==> config.mk <==
export PLATFORM = sky130hd
export DESIGN_NAME = zmod_rxclk_ctrl
export DESIGN_NICKNAME = d
export VERILOG_FILES = /design/src/rtl/zmod_rxclk_ctrl.sv
export SDC_FILE = /design/constraint.sdc
export NUM_CORES = 1
export LEC_CHECK = 0
export ABC_AREA = 0
export BUFFER_PORTS_ARGS = -buffer_cell sky130_fd_sc_hd__buf_2
export CAP_MARGIN = 20
export CORE_UTILIZATION = 45
export CTS_BUF_LIST = sky130_fd_sc_hd__clkbuf_4
export DETAILED_ROUTE_END_ITERATION = 7
export HOLD_SLACK_MARGIN = 0.08
export PLACE_DENSITY_LB_ADDON = 0.3
export SYNTH_ARGS = -nofsm -noshare
export SYNTH_HDL_FRONTEND = slang
export SYNTH_SLANG_ARGS = --single-unit
==> constraint.sdc <==
create_clock -name clk -period 3 [get_ports clk]
set_clock_uncertainty 0.1 [all_clocks]
set_input_delay 0.3 -clock clk [delete_from_list [all_inputs] [get_ports clk]]
set_output_delay 0.3 -clock clk [all_outputs]
set_load 0.01 [all_outputs]
==> src/rtl/zmod_rxclk_ctrl.sv <==
// Zmod RX clocking MMCM supervisor: reset sequencing, lock qualification,
// staggered domain reset release and dynamic phase-shift stepping.
module zmod_rxclk_ctrl #(
    parameter int unsigned NUM_DOM       = 3,
    parameter int unsigned RST_CYCLES    = 16,
    parameter int unsigned LOCK_TIMEOUT  = 65536,
    parameter int unsigned SETTLE_CYCLES = 1024,
    parameter int unsigned STAGGER       = 8,
    parameter int unsigned PS_W          = 10,
    parameter int unsigned PS_TIMEOUT    = 64
) (
    input  logic                clk,
    input  logic                resetn,
    input  logic                pll_locked,
    output logic                pll_rst,
    output logic                ps_en,
    output logic                ps_incdec,
    input  logic                ps_done,
    input  logic                ps_req,
    input  logic                ps_dir,
    input  logic [PS_W-1:0]     ps_count,
    output logic                ps_busy,
    output logic                ps_err,
    output logic signed [PS_W:0] phase_pos,
    output logic [NUM_DOM-1:0]  dom_rstn,
    output logic                ready,
    output logic [7:0]          unlock_cnt
);

    function automatic int unsigned max2(input int unsigned a, input int unsigned b);
        return (a > b) ? a : b;
    endfunction

    localparam int unsigned REL_SPAN = (NUM_DOM - 1) * STAGGER;
    localparam int unsigned CNT_MAX  = max2(max2(max2(RST_CYCLES, LOCK_TIMEOUT),
                                                 max2(SETTLE_CYCLES, PS_TIMEOUT)), REL_SPAN);
    localparam int unsigned CNT_W    = $clog2(CNT_MAX + 1);
    localparam int unsigned PHS_W    = PS_W + 1;

    typedef enum logic [2:0] {
        ST_RST       = 3'd0,
        ST_WAIT_LOCK = 3'd1,
        ST_SETTLE    = 3'd2,
        ST_RELEASE   = 3'd3,
        ST_RUN       = 3'd4,
        ST_PS_STEP   = 3'd5,
        ST_PS_WAIT   = 3'd6
    } state_t;

    state_t                   state_q;
    logic [CNT_W-1:0]         cnt_q;
    logic                     lk_meta_q;
    logic                     lk_q;
    logic                     pll_rst_q;
    logic                     ps_en_q;
    logic                     ps_incdec_q;
    logic                     ps_busy_q;
    logic                     ps_err_q;
    logic signed [PS_W:0]     phase_pos_q;
    logic [NUM_DOM-1:0]       dom_rstn_q;
    logic                     ready_q;
    logic [7:0]               unlock_cnt_q;
    logic                     dir_q;
    logic [PS_W-1:0]          rem_q;
    logic                     lock_lost;
    logic [NUM_DOM-1:0]       rel_hit;

    // Two-flop synchroniser for the asynchronous MMCM LOCKED signal
    always_ff @(posedge clk or negedge resetn) begin
        if (!resetn) begin
            lk_meta_q <= 1'b0;
            lk_q      <= 1'b0;
        end else begin
            lk_meta_q <= pll_locked;
            lk_q      <= lk_meta_q;
        end
    end

    // Lock loss only matters once the clock has been qualified
    always_comb begin
        lock_lost = 1'b0;
        if (!lk_q && (state_q == ST_RELEASE || state_q == ST_RUN ||
                      state_q == ST_PS_STEP || state_q == ST_PS_WAIT)) begin
            lock_lost = 1'b1;
        end
    end

    // Per-domain release strobe: domain g is released when the release counter hits g*STAGGER
    for (genvar g = 0; g < int'(NUM_DOM); g++) begin : g_rel
        assign rel_hit[g] = (cnt_q == CNT_W'(g * STAGGER));
    end

    // Supervisor FSM with registered outputs
    always_ff @(posedge clk or negedge resetn) begin
        if (!resetn) begin
            state_q      <= ST_RST;
            cnt_q        <= '0;
            pll_rst_q    <= 1'b1;
            ps_en_q      <= 1'b0;
            ps_incdec_q  <= 1'b0;
            ps_busy_q    <= 1'b0;
            ps_err_q     <= 1'b0;
            phase_pos_q  <= '0;
            dom_rstn_q   <= '0;
            ready_q      <= 1'b0;
            unlock_cnt_q <= '0;
            dir_q        <= 1'b0;
            rem_q        <= '0;
        end else begin
            ps_en_q <= 1'b0;
            if (lock_lost) begin
                // Drop every domain, discard outstanding steps, re-sequence the MMCM
                state_q    <= ST_RST;
                cnt_q      <= '0;
                pll_rst_q  <= 1'b1;
                ps_busy_q  <= 1'b0;
                dom_rstn_q <= '0;
                ready_q    <= 1'b0;
                rem_q      <= '0;
                if (unlock_cnt_q != 8'hFF) begin
                    unlock_cnt_q <= unlock_cnt_q + 8'd1;
                end
            end else begin
                unique case (state_q)
                    ST_RST: begin
                        pll_rst_q   <= 1'b1;
                        phase_pos_q <= '0;
                        if (cnt_q == CNT_W'(RST_CYCLES - 1)) begin
                            pll_rst_q <= 1'b0;
                            cnt_q     <= '0;
                            state_q   <= ST_WAIT_LOCK;
                        end else begin
                            cnt_q <= cnt_q + CNT_W'(1);
                        end
                    end
                    ST_WAIT_LOCK: begin
                        if (lk_q) begin
                            cnt_q   <= '0;
                            state_q <= ST_SETTLE;
                        end else if (cnt_q == CNT_W'(LOCK_TIMEOUT - 1)) begin
                            cnt_q     <= '0;
                            pll_rst_q <= 1'b1;
                            state_q   <= ST_RST;
                        end else begin
                            cnt_q <= cnt_q + CNT_W'(1);
                        end
                    end
                    ST_SETTLE: begin
                        if (!lk_q) begin
                            cnt_q   <= '0;
                            state_q <= ST_WAIT_LOCK;
                        end else if (cnt_q == CNT_W'(SETTLE_CYCLES - 1)) begin
                            cnt_q   <= '0;
                            state_q <= ST_RELEASE;
                        end else begin
                            cnt_q <= cnt_q + CNT_W'(1);
                        end
                    end
                    ST_RELEASE: begin
                        dom_rstn_q <= dom_rstn_q | rel_hit;
                        if (cnt_q == CNT_W'(REL_SPAN)) begin
                            cnt_q   <= '0;
                            ready_q <= 1'b1;
                            state_q <= ST_RUN;
                        end else begin
                            cnt_q <= cnt_q + CNT_W'(1);
                        end
                    end
                    ST_RUN: begin
                        // A zero-length request is accepted and completes with no step
                        if (ps_req && (ps_count != '0)) begin
                            dir_q     <= ps_dir;
                            rem_q     <= ps_count;
                            ps_busy_q <= 1'b1;
                            state_q   <= ST_PS_STEP;
                        end
                    end
                    ST_PS_STEP: begin
                        ps_en_q     <= 1'b1;
                        ps_incdec_q <= dir_q;
                        cnt_q       <= '0;
                        state_q     <= ST_PS_WAIT;
                    end
                    ST_PS_WAIT: begin
                        if (ps_done) begin
                            phase_pos_q <= dir_q ? (phase_pos_q + PHS_W'(1))
                                                 : (phase_pos_q - PHS_W'(1));
                            rem_q       <= rem_q - PS_W'(1);
                            cnt_q       <= '0;
                            if (rem_q == PS_W'(1)) begin
                                ps_busy_q <= 1'b0;
                                state_q   <= ST_RUN;
                            end else begin
                                state_q <= ST_PS_STEP;
                            end
                        end else if (cnt_q == CNT_W'(PS_TIMEOUT - 1)) begin
                            // MMCM stopped answering: flag it and rebuild the clock from scratch
                            ps_err_q   <= 1'b1;
                            ps_busy_q  <= 1'b0;
                            dom_rstn_q <= '0;
                            ready_q    <= 1'b0;
                            rem_q      <= '0;
                            cnt_q      <= '0;
                            pll_rst_q  <= 1'b1;
                            state_q    <= ST_RST;
                        end else begin
                            cnt_q <= cnt_q + CNT_W'(1);
                        end
                    end
                    default: begin
                        cnt_q     <= '0;
                        pll_rst_q <= 1'b1;
                        state_q   <= ST_RST;
                    end
                endcase
            end
        end
    end

    // A phase step must never be issued while the MMCM is held in reset
    a_no_psen_in_rst : assert property (@(posedge clk) disable iff (!resetn) !(ps_en_q && pll_rst_q));

    assign pll_rst    = pll_rst_q;
    assign ps_en      = ps_en_q;
    assign ps_incdec  = ps_incdec_q;
    assign ps_busy    = ps_busy_q;
    assign ps_err     = ps_err_q;
    assign phase_pos  = phase_pos_q;
    assign dom_rstn   = dom_rstn_q;
    assign ready      = ready_q;
    assign unlock_cnt = unlock_cnt_q;

endmodule

Word level (Yosys, flattened, before mapping)
Index checks and enable logic that the tools add are counted.
{"block": "totals", "inputBits": 16, "reg_bits": 61, "elab_cells": 128}
{"block": "classes", "n_eq_ne": 28, "n_reduce_logical": 24, "mux": 53, "n_bitwise": 3, "addsub": 5}
{"operator": "$mux 17", "count": 9}
{"operator": "$pmux 17 s6", "count": 1}
{"operator": "$mux 10", "count": 4}
{"operator": "$mux 3", "count": 12}
{"operator": "$eq 17x4->1 const B", "count": 2}
{"operator": "$mux 11", "count": 2}
{"operator": "$pmux 11 s2", "count": 1}
{"operator": "$pmux 3 s7", "count": 1}
{"operator": "$pmux 10 s2", "count": 1}
{"operator": "$mux 1", "count": 18}
{"operator": "$add 17x1->17 const B", "count": 1}
{"operator": "$eq 17x10->1 const B", "count": 1}
{"operator": "$eq 17x16->1 const B", "count": 1}
{"operator": "$eq 17x5->1 const B", "count": 1}
{"operator": "$eq 17x6->1 const B", "count": 1}
{"operator": "$logic_not 17->1", "count": 1}
{"operator": "$ne 3x3->1 const B", "count": 5}
{"operator": "$reduce_and 3->1", "count": 4}
{"operator": "$reduce_and 4->1", "count": 3}
{"operator": "$add 11x2->11 const B", "count": 1}
{"operator": "$sub 11x2->11 const B", "count": 1}
{"operator": "$eq 10x1->1 const B", "count": 1}
{"operator": "$reduce_bool 10->1", "count": 1}
{"operator": "$sub 10x1->10 const B", "count": 1}
{"operator": "25 further kinds", "count": 39}

Longest topological paths before layout
{"block": "logic_depth", "word_depth": 8, "ltp_mapped": 13, "mapped_depth_nobuf": 12}

Worst setup path after synthesis
OpenSTA, ideal clock, no wires.
{"block": "synth_path", "path_type": "reg-to-reg", "startpoint": "reg cnt_q[0]", "endpoint": "reg cnt_q[8]", "setup_time_ns": 0.095, "path_stages_with_launch": 14, "path_slack_ns": 0.662, "t_required_ns": 2.805, "t_arrival_ns": 2.143, "path_buffers": 1, "cell_sequence": "dfrtp_1 -> ha_1 -> nand4_1 -> nor3_1 -> and4_1 -> nand3_1 -> inv_1 -> ha_1 -> nor3_1 -> buf_2 -> nand2_1 -> a21boi_0 -> a41oi_1 -> o31ai_1"}
{"block": "synth_between", "elab_chain_len": 5, "word_cells_on_any_way": 16, "cone_classes": "1 x add/sub; 5 x eq/ne; 10 x mux"}
{"item": "from (decl)", "line": "51", "rtl": "logic [CNT_W-1:0] cnt_q;"}
{"item": "from (signal assigned)", "line": "133", "rtl": "cnt_q <= cnt_q + CNT_W'(1);"}
{"item": "from (signal assigned)", "line": "145", "rtl": "cnt_q <= cnt_q + CNT_W'(1);"}
{"item": "from (signal assigned)", "line": "156", "rtl": "cnt_q <= cnt_q + CNT_W'(1);"}
{"item": "$add 17x1->17 (tied with other cells)"}
{"item": "$mux 17 (on tied branches)", "line": "196, 140, 152"}
{"item": "$mux 17 (on tied branches)", "line": "185, 137, 149"}
{"item": "$pmux 17 s6 *", "line": "124", "rtl": "unique case (state_q)"}
{"item": "$mux 17 *", "line": "111", "rtl": "if (lock_lost) begin"}
Every way passes the cells marked *; elsewhere a longest branch is shown, timed or not.
A chain may end at the register's enable or synchronous reset.

Worst setup path in the final report
{"block": "layout_path", "startpoint": "reg cnt_q[0]", "endpoint": "reg cnt_q[3]"}
Same word-level chain as after synthesis.

==> impl_results.md <==
- Status: finished, final reports clean
- Final Wtd Congestion: 0.844
- Fillers: 796
- Leakage: 2.01 nW
- CP Class: reg -> reg
- Gate Count Post-Synth: 441
- Commonest non-fill, non-tap cell in the layout: dfrtp_1
- Number of port buffers: 43
- Drt first pass iters: 4
- Critical path launch point: cnt_q[0]$_DFFE_PN0N_
- Number of synthesized register bits: 61
- Crit. End Element: register
- Sequential share of the synthesized area: 39.1%
- Final net count: 519
- Critical Path RT: 3.18 ns
- Most frequent cells in the layout: 60 x dfrtp_1, 43 x buf_2, 38 x o21ai_0
- Num CTS Buffers: 9
- Initial antenna violation count: 0
- Startpoint types: register
- # diodes: 0
- Seq pwr share: 37.6%
- Post-DP Area: 4230 um2
- CP Max Fanout: 16
- Cell count after placement: 574
- Io pins: 44
- Post-route ant nets: 0
- Tcrit/Tclk final: 88.1%
- Hold Crit Start: ps_count[4]
- Post-route DRC: 0
- Number of enable flip-flop cells after synthesis: 0
- Vias per inst: 5.91
- Setup TNS: 0 ns
- Syn nets: 474
- Vias in the first global route: 3242
- Clock power frac: 18.4%
- Endpoints failing setup: 0
- First-pass GRT wire length: 15500 um
- Slowest CP cell: dfrtp_1
- Die height: 95.2 um
- P per Cell Area: 711 nW/um2
- Initial DRC Count: 209
- Post-CTS Setup Bufs: 0
- Asr flop ratio synth: 100%
- Mapped Area: 3910 um2
- Reg2reg start: cnt_q[0]$_DFFE_PN0N_
- Int Pwr: 1.78 mW
- # rows: 33
- Clock slew at reported path FFs: 0.10 ns
- Fin. Hold Viols: 0
- Combinational share of power: 44.0%
- Initial core utilization: 47.1%
- Synth unique cells: 63
- Total die area: 9060 um2
- TritonCTS Sinks: 61
- Post-layout instance area: 4430 um2
- GRT Overall Usage: 21.9%
- Worst skew pair latency: 0.41 ns
- Global route overflow: 0
- Synthesis-to-layout area growth: 13.3%
- Finished Layout Cells: 596
- Layout cells sized above 1: 17.7%
- Clock tree from TritonCTS: built
- Crit-path max cell delay: 0.42 ns
- Largest net degree at the start of global routing: 33
- Hold/Removal Path Class: in -> reg
- FMAX: 0.378 GHz
- CORE AREA: 8300 um2
- Crit path DAT: 2.82 ns
- Peak supply drop: 0.000409 V
- CTS root buffer: clkbuf_4
- Tmin final: 2.64 ns
- Longest Clk Path Bufs: 2
- H-tree Lvls: 3
- Worst path cell trace: ha_1, nand4_1, nor3_1, and4_1, nand3_1, inv_1, ha_1, nor3_1, a21oi_2, buf_4, o311ai_0
- Top FF cell, synth: dfrtp_1
- Synth top area share: 38.4%
- Headroom to the max-slew limit: 49.2%
- Switch share: 43.5%
- Syn avg cell area: 8.86 um2
- Worst-margin pin slew: 0.762 ns
- Yosys warns: 0
- Area leader, netlist: dfrtp_1
- HPWL after detailed placement: 6430 um
- Fin. max-slew vios: 0
- Via total after detailed routing: 3524
- Die X: 95.2 um
- Net Sw Power: 1.37 mW
- Wirelength per Cell: 15.3 um
- RSZ-0062 raised after global routing: no
- Post-Route WL: 9110 um
- Synth top area cells: dfrtp_1 38%, ha_1 5.1%, o21ai_0 4.9%, nand3_1 3.3%, a21oi_1 3.2%
- Max-cap violations: 0
[state kept, by name, indices dropped and copies added (netlist names)]
register,count
cnt_q,17
dir_q,1
dom_rstn,3
lk_meta_q,1
lk_q,1
phase_pos,11
pll_rst,1
ps_busy,1
ps_en,1
ps_err,1
ps_incdec,1
ready,1
rem_q,10
state_q,3
unlock_cnt,8
[power by group through the flow]
stage	clock, mW	combinational, mW	sequential, mW
5_1_grt	0.630	1.57	1.21
4_1_cts	0.600	1.38	1.18
3_3_place_gp	0	1.34	1.19
2_1_floorplan	0	1.02	1.15
3_5_place_dp	0	1.37	1.20
6_report	0.578	1.38	1.18
[per-stage QoR]
| stage | hold slack (ns) | worst slack, ns | utilization [%] | power, mW |
|---|---|---|---|---|
| after CTS | 0.0892 | 0.354 | 53.4 | 3.16 |
| final | 0.108 | 0.356 | 53.4 | 3.15 |
| after floorplan | -0.0956 | 0.662 | - | 2.17 |
| after global placement | 0.243 | 0.524 | 50.9 | 2.53 |
| after global routing | 0.130 | 0.0737 | 53.4 | 3.41 |
| after detailed placement | 0.237 | 0.399 | 50.9 | 2.57 |
[cell families after synthesis]
| kind of cell | after synthesis | share of synthesized area, % |
|---|---|---|
| AND/OR/NAND/NOR | 163 | 22.7 |
| AO/OA/AOI/OAI | 135 | 22.8 |
| flip-flops | 61 | 39.1 |
| buffers and inverters | 45 | 5.03 |
| adder cells (fa/ha/maj) | 17 | 5.64 |
| XOR/XNOR | 15 | 3.36 |
| multiplexers | 5 | 1.38 |
[worst max-delay path: cells and delay by family (launching register included)]
kind	cells	cell delay [ns]
simple gates	5	0.87
fa+ha+maj	2	0.48
flops	1	0.42
compound gates	2	0.38
buf+inv	2	0.27
[cell type report]
type	count	area (um2)	area share [%]
timing repair buffer	61	378	8.53
sequential	61	1530	34.5
multi-input combinational	335	2180	49.3
tap	105	131	2.97
inverter	18	67.6	1.53
clock buffer	10	75.1	1.70
clock inverter	6	65.1	1.47
[cells in the mapped netlist, drive strengths merged, types with 3 or more instances]
cell type	count
and4	3
o31ai	9
mux2	3
and3	14
nor3	15
a221oi	4
nand3	27
o311ai	6
a22oi	7
a21oi	26
xor2	8
inv	18
o21ai	39
xnor2	7
a211oi	5
a41oi	6
nand4	13
nor2	31
nand2	29
ha	16
buf	12
nor2b	4
a31oi	8
or4	3
a21o	7
dfrtp	60
clkbuf	15
and2	4
nor4	6
or3	5
[what timing repair did]
action                    CTS  global route
gates resized for setup     0             0
hold endpoints to repair   36             0
hold buffers                6             0
[path summary, 6_finish.rpt]
| check | slack (ns) | cells after the start | endpoint |
|---|---|---|---|
| min in group asynchronous | 0.39 | 2 | cnt_q[8]$_DFFE_PN0N_ |
| hold / removal | 0.11 | 3 | rem_q[4]$_DFFE_PN0P_ |
| setup / recovery | 0.36 | 11 | cnt_q[3]$_DFFE_PN0N_ |
| max in group asynchronous | 1.74 | 3 | pll_rst$_DFFE_PN1P_ |
| hold reg to reg | 0.26 | 0 | lk_q$_DFF_PN0_ |
| setup reg to reg | 0.36 | 11 | cnt_q[3]$_DFFE_PN0N_ |
[per-layer routing]
layer  routed length [um]  vias up  global-route usage, %  part of all wire [%]
li1                     -     1751                      -                     -
met1                 4190     1656                   28.9                    46
met2                 4330      100                   35.4                    47
met3                  407       17                   4.07                   4.5
met4                  196        0                   8.59                   2.2
met5                    0        -                      0                     0
Power figures use the tool's default switching activity.
